===== src/rtl/fnd_scan_if.sv =====
// Sample/result bundle between a 7-segment bus tap and the scan reader.
interface fnd_scan_if #(
    parameter int unsigned NUM_DIGITS = 4
);
    logic                      sample_en;
    logic [6:0]                seg_in;
    logic [NUM_DIGITS-1:0]     com_in;
    logic                      err_clr;
    logic [4*NUM_DIGITS-1:0]   bcd_out;
    logic [NUM_DIGITS-1:0]     digit_valid;
    logic                      frame_done;
    logic                      err_pattern;
    logic                      err_com;

    // Side that samples the segment bus and consumes decoded results.
    modport master (
        output sample_en, seg_in, com_in, err_clr,
        input  bcd_out, digit_valid, frame_done, err_pattern, err_com
    );

    // Reader side.
    modport slave (
        input  sample_en, seg_in, com_in, err_clr,
        output bcd_out, digit_valid, frame_done, err_pattern, err_com
    );
endinterface


===== src/rtl/fnd_scan_reader.sv =====
// Recovers BCD digits from a multiplexed active-low 7-segment bus, committing a
// digit only after it reads the same valid pattern on consecutive samples.
module fnd_scan_reader #(
    parameter int unsigned NUM_DIGITS = 4,
    parameter int unsigned STABLE_CNT = 3
) (
    input  logic        clk,
    input  logic        rst_n,
    fnd_scan_if.slave   bus
);
    localparam int unsigned CNT_W = $clog2(STABLE_CNT + 1);

    typedef enum logic {ST_COLLECT, ST_FRAME} state_t;

    state_t                             state_q, state_d;
    logic [NUM_DIGITS-1:0][3:0]         cand_q, cand_d;
    logic [NUM_DIGITS-1:0][CNT_W-1:0]   cnt_q, cnt_d;
    logic [NUM_DIGITS-1:0][3:0]         bcd_q, bcd_d;
    logic [NUM_DIGITS-1:0]              valid_q, valid_d;
    logic [NUM_DIGITS-1:0]              mask_q, mask_d;
    logic [NUM_DIGITS-1:0]              commit_c;
    logic                               frame_q, frame_d;
    logic                               err_pat_q, err_com_q;
    logic                               one_hot_c, code_ok_c, pat_set_c, com_set_c;
    logic [3:0]                         code_c;
    logic [4:0]                         dec_c;

    // {valid, code} for an active-low {g..a} pattern; 7F is a blank digit (code F).
    function automatic logic [4:0] decode_seg(input logic [6:0] seg);
        case (seg)
            7'h40:   return 5'h10;
            7'h79:   return 5'h11;
            7'h24:   return 5'h12;
            7'h30:   return 5'h13;
            7'h19:   return 5'h14;
            7'h12:   return 5'h15;
            7'h02:   return 5'h16;
            7'h58:   return 5'h17;
            7'h00:   return 5'h18;
            7'h10:   return 5'h19;
            7'h7F:   return 5'h1F;
            default: return 5'h00;
        endcase
    endfunction

    assign one_hot_c = $onehot(bus.com_in);
    assign dec_c     = decode_seg(bus.seg_in);
    assign code_ok_c = dec_c[4];
    assign code_c    = dec_c[3:0];
    assign pat_set_c = bus.sample_en & one_hot_c & ~code_ok_c;
    assign com_set_c = bus.sample_en & ~one_hot_c;

    // Per-digit candidate/stability tracking and lane commit.
    always_comb begin
        cand_d   = cand_q;
        cnt_d    = cnt_q;
        bcd_d    = bcd_q;
        valid_d  = valid_q;
        commit_c = '0;
        for (int unsigned k = 0; k < NUM_DIGITS; k++) begin
            if (bus.sample_en && one_hot_c && bus.com_in[k]) begin
                if (code_ok_c) begin
                    if (code_c == cand_q[k]) begin
                        if (cnt_q[k] != CNT_W'(STABLE_CNT)) begin
                            cnt_d[k] = cnt_q[k] + CNT_W'(1);
                        end
                    end else begin
                        cand_d[k] = code_c;
                        cnt_d[k]  = CNT_W'(1);
                    end
                    if (cnt_d[k] == CNT_W'(STABLE_CNT)) begin
                        commit_c[k] = 1'b1;
                        bcd_d[k]    = code_c;
                        valid_d[k]  = 1'b1;
                    end
                end else begin
                    cnt_d[k] = '0;
                end
            end
        end
    end

    // Frame FSM next state: pulse once all digits have committed; commits during the pulse carry over.
    always_comb begin
        state_d = state_q;
        mask_d  = mask_q | commit_c;
        frame_d = 1'b0;
        case (state_q)
            ST_COLLECT: begin
                if (&mask_d) begin
                    state_d = ST_FRAME;
                    frame_d = 1'b1;
                end
            end
            ST_FRAME: begin
                mask_d  = commit_c;
                state_d = ST_COLLECT;
            end
            default: state_d = ST_COLLECT;
        endcase
    end

    // Frame FSM state register.
    always_ff @(posedge clk or negedge rst_n) begin
        if (!rst_n) begin
            state_q <= ST_COLLECT;
        end else begin
            state_q <= state_d;
        end
    end

    // Datapath, mask and sticky error registers; a new error wins over err_clr.
    always_ff @(posedge clk or negedge rst_n) begin
        if (!rst_n) begin
            cand_q    <= '0;
            cnt_q     <= '0;
            bcd_q     <= '0;
            valid_q   <= '0;
            mask_q    <= '0;
            frame_q   <= 1'b0;
            err_pat_q <= 1'b0;
            err_com_q <= 1'b0;
        end else begin
            cand_q    <= cand_d;
            cnt_q     <= cnt_d;
            bcd_q     <= bcd_d;
            valid_q   <= valid_d;
            mask_q    <= mask_d;
            frame_q   <= frame_d;
            err_pat_q <= pat_set_c | (err_pat_q & ~bus.err_clr);
            err_com_q <= com_set_c | (err_com_q & ~bus.err_clr);
        end
    end

    assign bus.bcd_out     = bcd_q;
    assign bus.digit_valid = valid_q;
    assign bus.frame_done  = frame_q;
    assign bus.err_pattern = err_pat_q;
    assign bus.err_com     = err_com_q;
endmodule


===== src/flat_wrapper.sv =====
// flat-port wrapper written by rule: the top's interface ports become plain ports
module fnd_scan_reader_flat 
#(
    parameter int unsigned NUM_DIGITS = 4,
    parameter int unsigned STABLE_CNT = 3
)
  (clk, rst_n, bus_sample_en, bus_seg_in, bus_com_in, bus_err_clr, bus_bcd_out, bus_digit_valid, bus_frame_done, bus_err_pattern, bus_err_com);
  fnd_scan_if #(.NUM_DIGITS(NUM_DIGITS)) bus_i ();
  input  logic clk;
  input  logic rst_n;
  input wire logic [$bits(bus_i.sample_en)-1:0] bus_sample_en;
  input wire logic [$bits(bus_i.seg_in)-1:0] bus_seg_in;
  input wire logic [$bits(bus_i.com_in)-1:0] bus_com_in;
  input wire logic [$bits(bus_i.err_clr)-1:0] bus_err_clr;
  output wire logic [$bits(bus_i.bcd_out)-1:0] bus_bcd_out;
  output wire logic [$bits(bus_i.digit_valid)-1:0] bus_digit_valid;
  output wire logic [$bits(bus_i.frame_done)-1:0] bus_frame_done;
  output wire logic [$bits(bus_i.err_pattern)-1:0] bus_err_pattern;
  output wire logic [$bits(bus_i.err_com)-1:0] bus_err_com;
  assign bus_i.sample_en = bus_sample_en;
  assign bus_i.seg_in = bus_seg_in;
  assign bus_i.com_in = bus_com_in;
  assign bus_i.err_clr = bus_err_clr;
  assign bus_bcd_out = bus_i.bcd_out;
  assign bus_digit_valid = bus_i.digit_valid;
  assign bus_frame_done = bus_i.frame_done;
  assign bus_err_pattern = bus_i.err_pattern;
  assign bus_err_com = bus_i.err_com;
  fnd_scan_reader #(.NUM_DIGITS(NUM_DIGITS), .STABLE_CNT(STABLE_CNT)) u_core (.clk(clk), .rst_n(rst_n), .bus(bus_i));
endmodule

===== config.mk =====
export PLATFORM = sky130hd
export DESIGN_NAME = fnd_scan_reader_flat
export DESIGN_NICKNAME = d
export VERILOG_FILES = /design/src/rtl/fnd_scan_if.sv /design/src/rtl/fnd_scan_reader.sv /design/src/flat_wrapper.sv
export SDC_FILE = /design/constraint.sdc
export NUM_CORES = 1
export LEC_CHECK = 0
export ABC_CLOCK_PERIOD_IN_PS = 3200
export BUFFER_PORTS_ARGS = -buffer_cell sky130_fd_sc_hd__buf_2
export CORE_MARGIN = 2
export CORE_UTILIZATION = 39
export CTS_BUF_LIST = sky130_fd_sc_hd__clkbuf_4 sky130_fd_sc_hd__clkbuf_8
export CTS_CLUSTER_DIAMETER = 120
export DETAILED_ROUTE_END_ITERATION = 16
export GPL_TIMING_DRIVEN = 0
export SLEW_MARGIN = 10
export SYNTH_ARGS = -nofsm -noshare
export SYNTH_HDL_FRONTEND = slang
export SYNTH_SLANG_ARGS = --single-unit

===== constraint.sdc =====
create_clock -name clk -period 3.2 [get_ports clk]
set_input_delay 0.48 -clock clk [delete_from_list [all_inputs] [get_ports clk]]
set_output_delay 0.48 -clock clk [all_outputs]
set_load 0.01 [all_outputs]

# [After elaboration in Yosys (flattened, before gate mapping)]
# Cells that the tools add are included.
[word_totals] reg_bits=52 in_bits=15 output_inout_bits=23 wordCells=119
[op_classes] n_addsub=7 eq_ne=23 n_mux=37 bitwise_logic=16 reduce_logical=15
[op_table] cell="$pmux W5 S11" n=1
[op_table] cell="$mux W2" n=20
[op_table] cell="$eq A7 B7 Y1 const B" n=4
[op_table] cell="$reduce_and A3 Y1" n=8
[op_table] cell="$eq A7 B5 Y1 const B" n=3
[op_table] cell="$eq A4 B4 Y1" n=4
[op_table] cell="$eq A7 B6 Y1 const B" n=2
[op_table] cell="$mux W1" n=14
[op_table] cell="$add A2 B1 Y2 const B" n=4
[op_table] cell="$eq A2 B2 Y1 const B" n=4
[op_table] cell="$ne A2 B2 Y1 const B" n=4
[op_table] cell="$not A1 Y1" n=8
[op_table] cell="$eq A7 B2 Y1 const B" n=1
[op_table] cell="$logic_not A7 Y1" n=1
[op_table] cell="$and A1 B1 Y1" n=5
[op_table] cell="$logic_and A1 B1 Y1" n=5
[op_table] cell="$add A1 B1 Y2" n=2
[op_table] cell="$mux W4" n=1
[op_table] cell="$or A4 B4 Y4" n=1
[op_table] cell="$reduce_and A4 Y1" n=1
[op_table] cell="$add A3 B3 Y3" n=1
[op_table] cell="$eq A3 B1 Y1 const B" n=1
[op_table] cell="$or A1 B1 Y1" n=2
[op_table] cell="$pmux W1 S2" n=1

# [Logic depth before layout (Yosys ltp)]
[depth] depth_word=14 depth_mapped=12 ltp_nobuf=10

# [Least setup slack after synthesis]
# No wires, ideal clock.
[synth_timing] kind="input port to flip-flop" start="input port bus_com_in[0]" end="register u_core.bcd_q (netlist bit u_core.bus.bcd_out[4])" setup_ns=0.125 t_arrival_ns=3.391 required_time_ns=3.075 slack_ns=-0.317 path_stages=11 n_path_buf=2 cell_sequence="ha_1 > ha_1 > fa_1 > nor4bb_1 > clkbuf_1 > nand2_1 > a41oi_4 > nand2_1 > or4b_1 > buf_6 > mux2_4"
[synth_via] elab_chain_len=6
[synth_rtl] element="from (decl)" line_no="flat_wrapper.sv:13" rtl="input wire logic [$bits(bus_i.com_in)-1:0] bus_com_in;"
[synth_rtl] element="$add A1 B1 Y2 (implied by the code)" line_no="fnd_scan_reader.sv:46" rtl="assign one_hot_c = $onehot(bus.com_in);"
[synth_rtl] element="$add A3 B3 Y3 (implied by the code)" line_no="fnd_scan_reader.sv:46"
[synth_rtl] element="$eq A3 B1 Y1" line_no="fnd_scan_reader.sv:46"
[synth_rtl] element="$logic_and A1 B1 Y1 (2 in a row)" line_no="fnd_scan_reader.sv:61" rtl="if (bus.sample_en && one_hot_c && bus.com_in[k]) begin"
[synth_rtl] element="$reduce_and A3 Y1 (no source line)"
[synth_rtl] element="to (signal assigned)" line_no="fnd_scan_reader.sv:117" rtl="bcd_q <= '0;"
[synth_rtl] element="to (signal assigned)" line_no="fnd_scan_reader.sv:126" rtl="bcd_q <= bcd_d;"
[synth_rtl] element="to (decl)" line_no="fnd_scan_reader.sv:18" rtl="logic [NUM_DIGITS-1:0][3:0] bcd_q, bcd_d;"
# No other way between the ends.
# A chain may end at the register's enable or synchronous reset.

# [Final worst setup path]
[layout_timing] start="input port bus_com_in[1]" end="register u_core.frame_q (netlist: u_core.bus.frame_done)"
[layout_via] elab_chain_len=10 word_cells_on_any_way=16 classes_between="2 x add/sub; 1 x eq/ne; 6 x mux; 1 x bitwise; 6 x reduce/logical"
[layout_rtl] element="$add A1 B1 Y2 (implied by the code)" line_no="fnd_scan_reader.sv:46"
[layout_rtl] element="$add A3 B3 Y3 (implied by the code)" line_no="fnd_scan_reader.sv:46"
[layout_rtl] element="$eq A3 B1 Y1" line_no="fnd_scan_reader.sv:46"
[layout_rtl] element="$logic_and A1 B1 Y1 (2 in a row)" line_no="fnd_scan_reader.sv:61"
[layout_rtl] element="$mux W1" line_no="fnd_scan_reader.sv:61"
[layout_rtl] element="$or A4 B4 Y4 (*)" line_no="fnd_scan_reader.sv:86" rtl="mask_d = mask_q | commit_c;"
[layout_rtl] element="$reduce_and A4 Y1 (*)" line_no="fnd_scan_reader.sv:90" rtl="if (&mask_d) begin"
[layout_rtl] element="$mux W1 (*)" line_no="fnd_scan_reader.sv:90"
[layout_rtl] element="$mux W1 (*)" line_no="fnd_scan_reader.sv:88" rtl="case (state_q)"
[layout_rtl] element="named net u_core.frame_d" line_no="fnd_scan_reader.sv:22" rtl="logic frame_q, frame_d;"
[layout_rtl] element="to (signal assigned)" line_no="fnd_scan_reader.sv:129" rtl="frame_q <= frame_d;"
[layout_rtl] element="to (decl)" line_no="fnd_scan_reader.sv:22"
# Mark *: on every way through the listed nets, which the timed path passes. The rest lies on a longest branch.

==> flow_metrics.py <==
metrics = {
    "sta": {
        "finalSetupViolations": 0,
        "maxSlewViolCount": 0,
        "period_share_pct": 95.6,
        "max_clock_freq_mhz": 327,
        "fin_skew_ns": 0.00422,
        "fin_tns_setup_ns": 0,
        "hold_violations": 0,
        "maxSlewHeadroom_pct": 56.4,
        "post-route-min-period_ns": 3.06,
        "tightest_slew_ns": 0.654,
    },
    "logic_synthesis": {
        "synth_area_um2": 2560,
        "ys_seq_area_share_pct": 49.9,
        "yosys_most_used_dff": "sky130_fd_sc_hd__dfrtp_1",
        "synth-seq-cells": 51,
        "yosys_warnings": 0,
        "ys_async_sr_fraction_pct": 100,
        "post_synth_num_cell_types": 48,
        "postSynthCellCount": 228,
        "synth_enable_flop_cells": 0,
        "ys_top_cells_by_area": "sky130_fd_sc_hd__dfrtp_1 50%, sky130_fd_sc_hd__mux2_2 7.0%, sky130_fd_sc_hd__a31oi_1 3.9%",
        "synth.top_cell.area_share_pct": 49.9,
        "netlist.top_cell.by_area": "sky130_fd_sc_hd__dfrtp_1",
        "mean_syn_cell_area_um2": 11.2,
        "postSynthNetCount": 247,
    },
    "place": {
        "placed_cells": 341,
        "dpl.hpwl_um": 3600,
        "routabilityCongestion": 0.778,
        "port_buffers": 36,
    },
    "floorplan": {
        "initial_core_util_pct": 40.3,
        "floorplan.die_area_um2": 7230,
        "rows": 29,
        "die_span_in_y_um": 85,
        "design.portCount": 38,
        "die_x_um": 85,
        "core_footprint_um2": 6350,
    },
    "setup_path": {
        "setup.worst_path.start": "bus_com_in[1]",
        "critical_path_peak_fanout": 7,
        "worst_setup_path_end_kind": "register",
        "path_cells": "buf_2 > ha_4 > ha_4 > fa_1 > nor4bb_1 > buf_4 > nand2_4 > a41oi_4 > nand2_1 > or4b_1 > buf_6 > a21oi_2 > nor4b_4",
        "worstReg2RegStart": "u_core.cand_q[15]",
        "timing.critical_path.from_type": "input pin",
        "worst-endpoint-required_ns": 3.42,
        "slowest_delay_ns": 0.50,
        "worst_path_arrival_ns": 3.28,
        "regToRegSetupSlack_ns": 1.16,
        "slowest_stage": "sky130_fd_sc_hd__or4b_1",
        "crit_path_frequent_cell": "sky130_fd_sc_hd__ha_4",
        "timing_worst_setup_path_type": "input pin to register",
        "r2r.worst_path.cells": 6,
        "reg2reg_to": "u_core.bus.bcd_out[13]",
    },
    "outcome": {
        "status": "finished, final reports clean",
    },
    "hold_path": {
        "hold_class": "input pin to async pin",
    },
    "clock_network": {
        "path_clk_slew_ns": 0.09,
        "cts_root_buf": "sky130_fd_sc_hd__clkbuf_8",
        "numClockSinks": 51,
        "cts-root-to-sink-buffers": 2,
        "htreeDepth": 2,
        "worst_skew_pair.late_latency_ns": 0.31,
        "cts-buffers-inserted": 5,
        "hold_buffers": 0,
        "cts_tree": "yes",
    },
    "routing": {
        "route.detailed.drc": 0,
        "first_iteration_detailed_routing_drc_count": 76,
        "routed_wire_length_per_instance_um": 15.0,
        "route.vias.total": 1917,
        "finalWirelength_um": 5370,
        "viasPerCell": 5.37,
        "detail_route.first_pass.iterations": 4,
        "ant_nets": 0,
    },
    "global_route": {
        "grt_pass1_vias": 1828,
        "grt_pass1_wl_um": 9080,
        "grt_max_degree": 52,
        "overflow": 0,
        "grt_antenna_before_repair": 0,
        "grt_usage_pct": 15.8,
    },
    "cells_and_area": {
        "syn2layout_area_growth_pct": 21.2,
        "layout.cells.most_common_list": "51 x sky130_fd_sc_hd__dfrtp_1, 36 x sky130_fd_sc_hd__buf_2, 16 x sky130_fd_sc_hd__a31oi_1, 16 x sky130_fd_sc_hd__mux2_2, 14 x sky130_fd_sc_hd__nor2_1",
        "n_fill_cell": 579,
        "num-nets-final": 298,
        "final_cells": 357,
        "layout_commonest_cell": "sky130_fd_sc_hd__dfrtp_1",
        "multi_input_comb_area_um2": 1250,
        "storage_cell_area_um2": 1280,
        "diodes": 0,
        "fraction_of_layout_instances_using_a_drive_strength_above_1_pct": 35.4,
    },
    "job": {
        "maxCapViolCount": 0,
    },
    "pwr": {
        "peakVddDrop_mv": 0.306,
        "power-per-cell-area_nw_per_um2": 563,
        "leakage_nw": 1.59,
    },
}
==> sequential cells by signal (all words and copies together), names as in the netlist <==
name / cells
u_core.bus.digit_valid: 4
u_core.bus.frame_done: 1
u_core.mask_q: 4
u_core.bus.err_com: 1
u_core.cnt_q: 8
u_core.cand_q: 16
u_core.bus.err_pattern: 1
u_core.bus.bcd_out: 16
==> Yosys cell counts, drive strengths merged, types with 3 or more instances <==
library cell and number:
xnor2 4, o21ai 8, a31oi 16, xor2 9
ha 3, nand2 13, nor4 3, a21o 8
nand3 6, a21oi 11, clkbuf 3, dfrtp 51
a311oi 4, a22o 3, nor3b 3, buf 5
mux2 20, nand2b 4, nor2 18, inv 11
nor3 3, and3 3
==> metal layers <==
| layer | up-vias | global-route usage [%] | share of wire (%) |
|---|---|---|---|
| met5 | - | 0 | 0 |
| met4 | 0 | 3.90 | 0.89 |
| met3 | 6 | 3.31 | 2.9 |
| met2 | 32 | 24.0 | 45 |
| met1 | 941 | 23.1 | 51 |
| li1 | 938 | - | - |
==> where the power goes <==
| group | switching [mW] | internal, mW |
|---|---|---|
| clock network | 0.223 | 0.312 |
| registers | 0.0760 | 0.754 |
| logic | 0.207 | 0.172 |
==> critical path, delay by kind of cell <==
kind	cells	cell delay [ns]
AOI/OAI and AO/OA	2	0.34
and+or+nand+nor	5	1.09
buffers and inverters	3	0.52
adders and majority gates	3	0.84
==> worst max path at each step <==
stage / slack [ns] / depth (start not counted) / to
floorplan: -0.0007 / 11 / u_core.bus.bcd_out[4]
global placement: -0.34 / 12 / u_core.bus.bcd_out[6]
detailed placement: -0.33 / 13 / u_core.bus.frame_done
CTS: 0.007 / 13 / u_core.bus.frame_done
global route: -0.0009 / 9 / u_core.bus.bcd_out[0]
finish: 0.14 / 13 / u_core.bus.frame_done
==> per-stage QoR <==
stage          instance area, um^2  hold slack (ns)  util, %  power (mW)  setup WS [ns]
2_1_floorplan                 2610            0.184        -        1.09      -0.000712
3_3_place_gp                  2880            0.443     45.4        1.19         -0.343
3_5_place_dp                  2880            0.447     45.4        1.20         -0.330
4_1_cts                       3040            0.397     47.8        1.74        0.00668
5_1_grt                       3100            0.243     48.8        1.84      -0.000860
6_report                      3100            0.193     48.8        1.74          0.141
==> cell families (layout without fill, tap and decap cells) <==
| kind of cell | count (synthesis) | count (layout) | synth area share, % |
|---|---|---|---|
| AO/OA/AOI/OAI | 54 | 54 | 14.9 |
| XOR/XNOR | 13 | 13 | 4.45 |
| adder cells (fa/ha/maj) | 4 | 4 | 2.25 |
| buffers and inverters | 19 | 71 | 3.86 |
| flip-flops | 51 | 51 | 49.9 |
| multiplexers | 21 | 21 | 9.78 |
| AND/OR/NAND/NOR | 66 | 66 | 14.9 |
==> area by class of cell <==
class	count	area share [%]
inverter	11	1.33
multi-input combinational	158	40.2
clock buffer	5	2.22
tap	77	3.11
buffer	8	1.98
clock inverter	3	2.18
sequential	51	41.2
timing repair buffer	44	7.83
==> what timing repair did <==
action                                  CTS  global route
resized for setup                         0             5
buffers inserted                          2             6
endpoints found under the setup margin    3            19
(Power assumes the default switching activity.)
